--- config.mk ---
export PLATFORM = sky130hd
export DESIGN_NAME = mem_copy_engine_flat
export DESIGN_NICKNAME = d
export VERILOG_FILES = /design/src/rtl/mem_copy_engine_if.sv /design/src/rtl/mem_copy_engine.sv /design/src/flat_wrapper.sv
export SDC_FILE = /design/constraint.sdc
export NUM_CORES = 1
export LEC_CHECK = 0
export CORE_MARGIN = 10
export CORE_UTILIZATION = 51
export DETAILED_ROUTE_END_ITERATION = 12
export PLACE_DENSITY_LB_ADDON = 0.05
export SLEW_MARGIN = 20
export SYNTH_ARGS = -nofsm -noshare
export SYNTH_HDL_FRONTEND = slang
export SYNTH_SLANG_ARGS = --single-unit
export TNS_END_PERCENT = 5
--- constraint.sdc ---
create_clock -name clk -period 3.15 [get_ports clk]
set_input_delay 0.63 -clock clk [delete_from_list [all_inputs] [get_ports clk]]
set_output_delay 0.63 -clock clk [all_outputs]
set_load 0.01 [all_outputs]
--- src/rtl/mem_copy_engine_if.sv ---
// Bus bundle between the block-move engine and its environment:
// start/parameter handshake plus the data memory mrd/mwr/adr/wdata/rdata port.
interface mem_copy_engine_if #(
    parameter int unsigned LEN_W = 16
);
    logic             start;
    logic [31:0]      src_adr;
    logic [31:0]      dst_adr;
    logic [LEN_W-1:0] len;
    logic             busy;
    logic             done;
    logic [31:0]      sum;
    logic [31:0]      adr;
    logic             mrd;
    logic             mwr;
    logic [31:0]      wdata;
    logic [31:0]      rdata;

    modport master (
        input  start, src_adr, dst_adr, len, rdata,
        output busy, done, sum, adr, mrd, mwr, wdata
    );

    modport slave (
        output start, src_adr, dst_adr, len, rdata,
        input  busy, done, sum, adr, mrd, mwr, wdata
    );
endinterface

--- src/rtl/mem_copy_engine.sv ---
// Block-move engine: copies len 32-bit words from src to dst, one read then one
// write per word, accumulating a wrapping sum of the words moved.
module mem_copy_engine #(
    parameter int unsigned LEN_W      = 16,
    parameter int unsigned WORD_BYTES = 4
) (
    input  logic               clk,
    input  logic               rst_n,
    mem_copy_engine_if.master  bus
);
    typedef enum logic [1:0] {IDLE, READ, WRITE, DONE} state_t;

    localparam logic [31:0]      STEP    = 32'(WORD_BYTES);
    localparam logic [LEN_W-1:0] CNT_ONE = LEN_W'(1);

    state_t           state;
    state_t           state_nxt;
    logic [31:0]      src_ptr;
    logic [31:0]      dst_ptr;
    logic [31:0]      data_reg;
    logic [31:0]      sum_q;
    logic [LEN_W-1:0] cnt;

    always_ff @(posedge clk) begin
        if (!rst_n) state <= IDLE;
        else        state <= state_nxt;
    end

    always_comb begin
        state_nxt = state;
        case (state)
            IDLE:    if (bus.start) state_nxt = (bus.len == '0) ? DONE : READ;
            READ:    state_nxt = WRITE;
            WRITE:   state_nxt = (cnt == CNT_ONE) ? DONE : READ;
            DONE:    state_nxt = IDLE;
            default: state_nxt = IDLE;
        endcase
    end

    // Memory port is decoded from state alone so rdata can be captured in READ.
    always_comb begin
        bus.busy  = 1'b0;
        bus.done  = 1'b0;
        bus.adr   = '0;
        bus.mrd   = 1'b0;
        bus.mwr   = 1'b0;
        bus.wdata = '0;
        case (state)
            READ: begin
                bus.busy = 1'b1;
                bus.adr  = src_ptr;
                bus.mrd  = 1'b1;
            end
            WRITE: begin
                bus.busy  = 1'b1;
                bus.adr   = dst_ptr;
                bus.mwr   = 1'b1;
                bus.wdata = data_reg;
            end
            DONE:    bus.done = 1'b1;
            default: ;
        endcase
    end

    always_ff @(posedge clk) begin
        if (!rst_n) begin
            src_ptr  <= '0;
            dst_ptr  <= '0;
            data_reg <= '0;
            sum_q    <= '0;
            cnt      <= '0;
        end else begin
            case (state)
                IDLE: begin
                    if (bus.start) begin
                        sum_q <= '0;
                        if (bus.len != '0) begin
                            src_ptr <= bus.src_adr;
                            dst_ptr <= bus.dst_adr;
                            cnt     <= bus.len;
                        end
                    end
                end
                READ: begin
                    data_reg <= bus.rdata;
                    sum_q    <= sum_q + bus.rdata;
                    src_ptr  <= src_ptr + STEP;
                end
                WRITE: begin
                    dst_ptr <= dst_ptr + STEP;
                    cnt     <= cnt - CNT_ONE;
                end
                default: ;
            endcase
        end
    end

    assign bus.sum = sum_q;
endmodule

--- src/flat_wrapper.sv ---
// flat-port wrapper written by rule: the top's interface ports become plain ports
module mem_copy_engine_flat 
#(
    parameter int unsigned LEN_W      = 16,
    parameter int unsigned WORD_BYTES = 4
)
  (clk, rst_n, bus_start, bus_src_adr, bus_dst_adr, bus_len, bus_rdata, bus_busy, bus_done, bus_sum, bus_adr, bus_mrd, bus_mwr, bus_wdata);
  mem_copy_engine_if #(.LEN_W(LEN_W)) bus_i ();
  input  logic clk;
  input  logic rst_n;
  input wire logic [$bits(bus_i.start)-1:0] bus_start;
  input wire logic [$bits(bus_i.src_adr)-1:0] bus_src_adr;
  input wire logic [$bits(bus_i.dst_adr)-1:0] bus_dst_adr;
  input wire logic [$bits(bus_i.len)-1:0] bus_len;
  input wire logic [$bits(bus_i.rdata)-1:0] bus_rdata;
  output wire logic [$bits(bus_i.busy)-1:0] bus_busy;
  output wire logic [$bits(bus_i.done)-1:0] bus_done;
  output wire logic [$bits(bus_i.sum)-1:0] bus_sum;
  output wire logic [$bits(bus_i.adr)-1:0] bus_adr;
  output wire logic [$bits(bus_i.mrd)-1:0] bus_mrd;
  output wire logic [$bits(bus_i.mwr)-1:0] bus_mwr;
  output wire logic [$bits(bus_i.wdata)-1:0] bus_wdata;
  assign bus_i.start = bus_start;
  assign bus_i.src_adr = bus_src_adr;
  assign bus_i.dst_adr = bus_dst_adr;
  assign bus_i.len = bus_len;
  assign bus_i.rdata = bus_rdata;
  assign bus_busy = bus_i.busy;
  assign bus_done = bus_i.done;
  assign bus_sum = bus_i.sum;
  assign bus_adr = bus_i.adr;
  assign bus_mrd = bus_i.mrd;
  assign bus_mwr = bus_i.mwr;
  assign bus_wdata = bus_i.wdata;
  mem_copy_engine #(.LEN_W(LEN_W), .WORD_BYTES(WORD_BYTES)) u_core (.clk(clk), .rst_n(rst_n), .bus(bus_i));
endmodule
==> flow_summary.ini <==
[worst_setup_path]
critPathMaxFanout = 27
crit_chain = inv_1, ha_2, buf_12, nor2b_1, clkdlybuf4s50_1
critPathTopFamily = buffers and inverters
reg2reg_from = u_core.state[1]
cp_slowest_cell = clkdlybuf4s50_1
startpoint = u_core.state[0]
cp-end-kind = output port
critPathMaxStageDelay_ps = 600
critPathRequiredTime_ps = 2520
arrival_ps = 2430
cp-start-kind = register
path_class = register to output port
path_buf_inv = 3

[power_and_ir_drop]
pwr-share-seq_pct = 36.0
power_density_nw_per_um2 = 503
switchingPower_mw = 2.12
internal_power_mw = 4.31
p_sw_share_pct = 33.0
p_leak_nw = 4.87
total_power_mw = 6.43
peakVddDrop_mv = 0.404
p_comb_share_pct = 30.3
clkPwrFrac_pct = 33.7

[cells_and_area]
layout-drive-gt1-share_pct = 8.43
area_growth_syn_to_layout_pct = 36.7
fin_area_um2 = 12800
layout.cells.non_filler = 1736
nNetsFinal = 1649

[synthesis]
synthSimpleGateAreaFrac_pct = 25.8
ys_ff_latch = 146
synth_top_family_by_area = compound AO/OA/AOI/OAI gates
synth_top_area_cell = dfxtp_1
synth_enable_flop_cells = 0
yosysWarningCount = 0
seq_area_frac_synth_pct = 31.2
synth_fa_ha_area_share_pct = 5.56
synth_cells = 1266
ys_async_sr_fraction_pct = 0
synth_xor_area_share_pct = 2.62
synth_area_leaders = dfxtp_1 (31%), a21oi_1 (6.6%), nor2_1 (6.0%)
yosysUniqueCellTypes = 59
synth_compound_area_share_pct = 26.0
yosys-mux-area-fraction_pct = 4.06
synthesis.nets = 1422
syn-cell-area_um2 = 9360
synth_area_per_cell_um2 = 7.40
synth.most_common_cell = nor2_1
synthTopCellsByCount = nor2_1 (149), dfxtp_1 (146), a21oi_1 (123), nand2_1 (111), o21ai_0 (89)
ys.flop_type = dfxtp_1
yosysTopAreaCellShare_pct = 31.2

[route]
firstDrtPassIters = 5
drcViolationCount = 0
via_per_inst = 5.78
ant_nets = 0
vias = 10000
wl_per_cell_um = 18.1
wirelength_um = 31400
drtIter0Drc = 729

[hold_path]
hp-class = register to register
min_from = u_core.bus.sum[29]

[die]
pin_count = 215
start_util_pct = 52.0
fp.dieH_um = 156
die_w_um = 156
num_rows = 49
core_area_um2 = 18000
dieArea_um2 = 24200

[sta]
fmax_mhz = 327
worst_slack_ps = 87.7
worstMarginPinSlew_ps = 815
rsz0062_at_grt = no
period_minus_slack_ps = 3060
finalCritPeriodShare_pct = 97.2
finalClockSkew_ps = 11.6
setup_viol = 0
slew_violations = 0
slew_headroom_pct = 45.6
hold_viol = 0
tns_ps = 0

[placement]
dpl-instance-area_um2 = 12100
hpwlAfterDp_um = 23100
dp.cells = 1702
pre_cts_ws_ps = -241
place_congestion = 0.934
port_buffers = 214

[grt]
gr-usage-met3_pct = 7.20
met2_usage_pct = 42.0
grt_pass1_wl_um = 50400
grt-ovfl-total = 0
grt.total_usage_pct = 25.0
antenna_found_initial = 2
grt_util_met1_pct = 29.9
grt_pass1_vias = 9884
grt_max_degree = 76
grt.busiest_layer = met2

[clock_tree]
path_clk_slew_ps = 70
cts_root_buf = clkbuf_16
clockBufferDepth = 2
htree_levels = 4
tritoncts = yes
insertion_delay_ps = 430
numCtsBuffers = 17
cts_sinks = 146

[job]
maxCapViolCount = 0

[run_status]
status = completed
-- through the flow --
step           util (%)  hold slack (ps)
2_1_floorplan         -              445
3_3_place_gp       67.4              455
3_5_place_dp       67.4              461
4_1_cts            70.9              471
5_1_grt            71.0              497
6_report           71.0              468
-- cell type report --
type	instances	area, um2
multi-input cells	1001	6050
repair buffers	290	2780
fillers	1557	5230
inverters	37	140
flip-flops and latches	146	2920
diodes	1	2.50
well taps	229	287
clock buffers	18	429
clock inverters	14	188
-- layer usage --
| layer | wire length, um | up-vias |
|---|---|---|
| li1 | - | 5005 |
| met1 | 13100 | 4613 |
| met2 | 15100 | 359 |
| met3 | 2390 | 61 |
| met4 | 826 | 2 |
| met5 | 13 | - |
-- worst min-delay path, cell delays in order, from the launching register on --
cell	delay, ps
dfxtp_1	330
nand2_1	50
o21ai_1	50
-- layout by cell type (no fill, tap or decap), drive strengths merged, types with 18 or more instances in the layout --
| cell | count |
|---|---|
| a21oi | 124 |
| a22oi | 58 |
| and2 | 50 |
| buf | 76 |
| clkbuf | 18 |
| clkdlybuf4s50 | 213 |
| dfxtp | 146 |
| ha | 40 |
| inv | 36 |
| mux2i | 38 |
| nand2 | 111 |
| nand3 | 33 |
| nand4 | 19 |
| nor2 | 149 |
| nor2b | 48 |
| nor3 | 33 |
| o21ai | 108 |
-- path summary, 6_finish.rpt --
path	endpoint	slack [ps]	depth (start not counted)
max	bus_adr[24]	90	5
max reg2reg	u_core.src_ptr[31]	360	12
min	u_core.bus.sum[29]	470	2
min reg2reg	u_core.bus.sum[29]	470	2
-- cell families after synthesis --
| kind of cell | Yosys count |
|---|---|
| compound gates | 399 |
| xor+xnor | 28 |
| fa+ha+maj | 41 |
| buf+inv | 119 |
| flops | 146 |
| mux | 38 |
| simple gates | 495 |
-- power by group through the flow --
stage                     Clock [mW]  Sequential (mW)  Combinational, mW
after floorplan                    0             2.28               1.18
after global placement             0             2.34               1.89
after detailed placement           0             2.34               1.92
after CTS                       2.20             2.31               1.93
after global routing            2.26             2.34               2.16
final                           2.17             2.31               1.95
-- what timing repair did --
item                       CTS  global route
resized for setup            0             8
hold endpoints to repair     0             0
setup endpoints to repair    3             8
pin swaps                    1             3
buffers inserted             1             0
hold buffers                 0             0
Power figures use the tool's default switching activity.
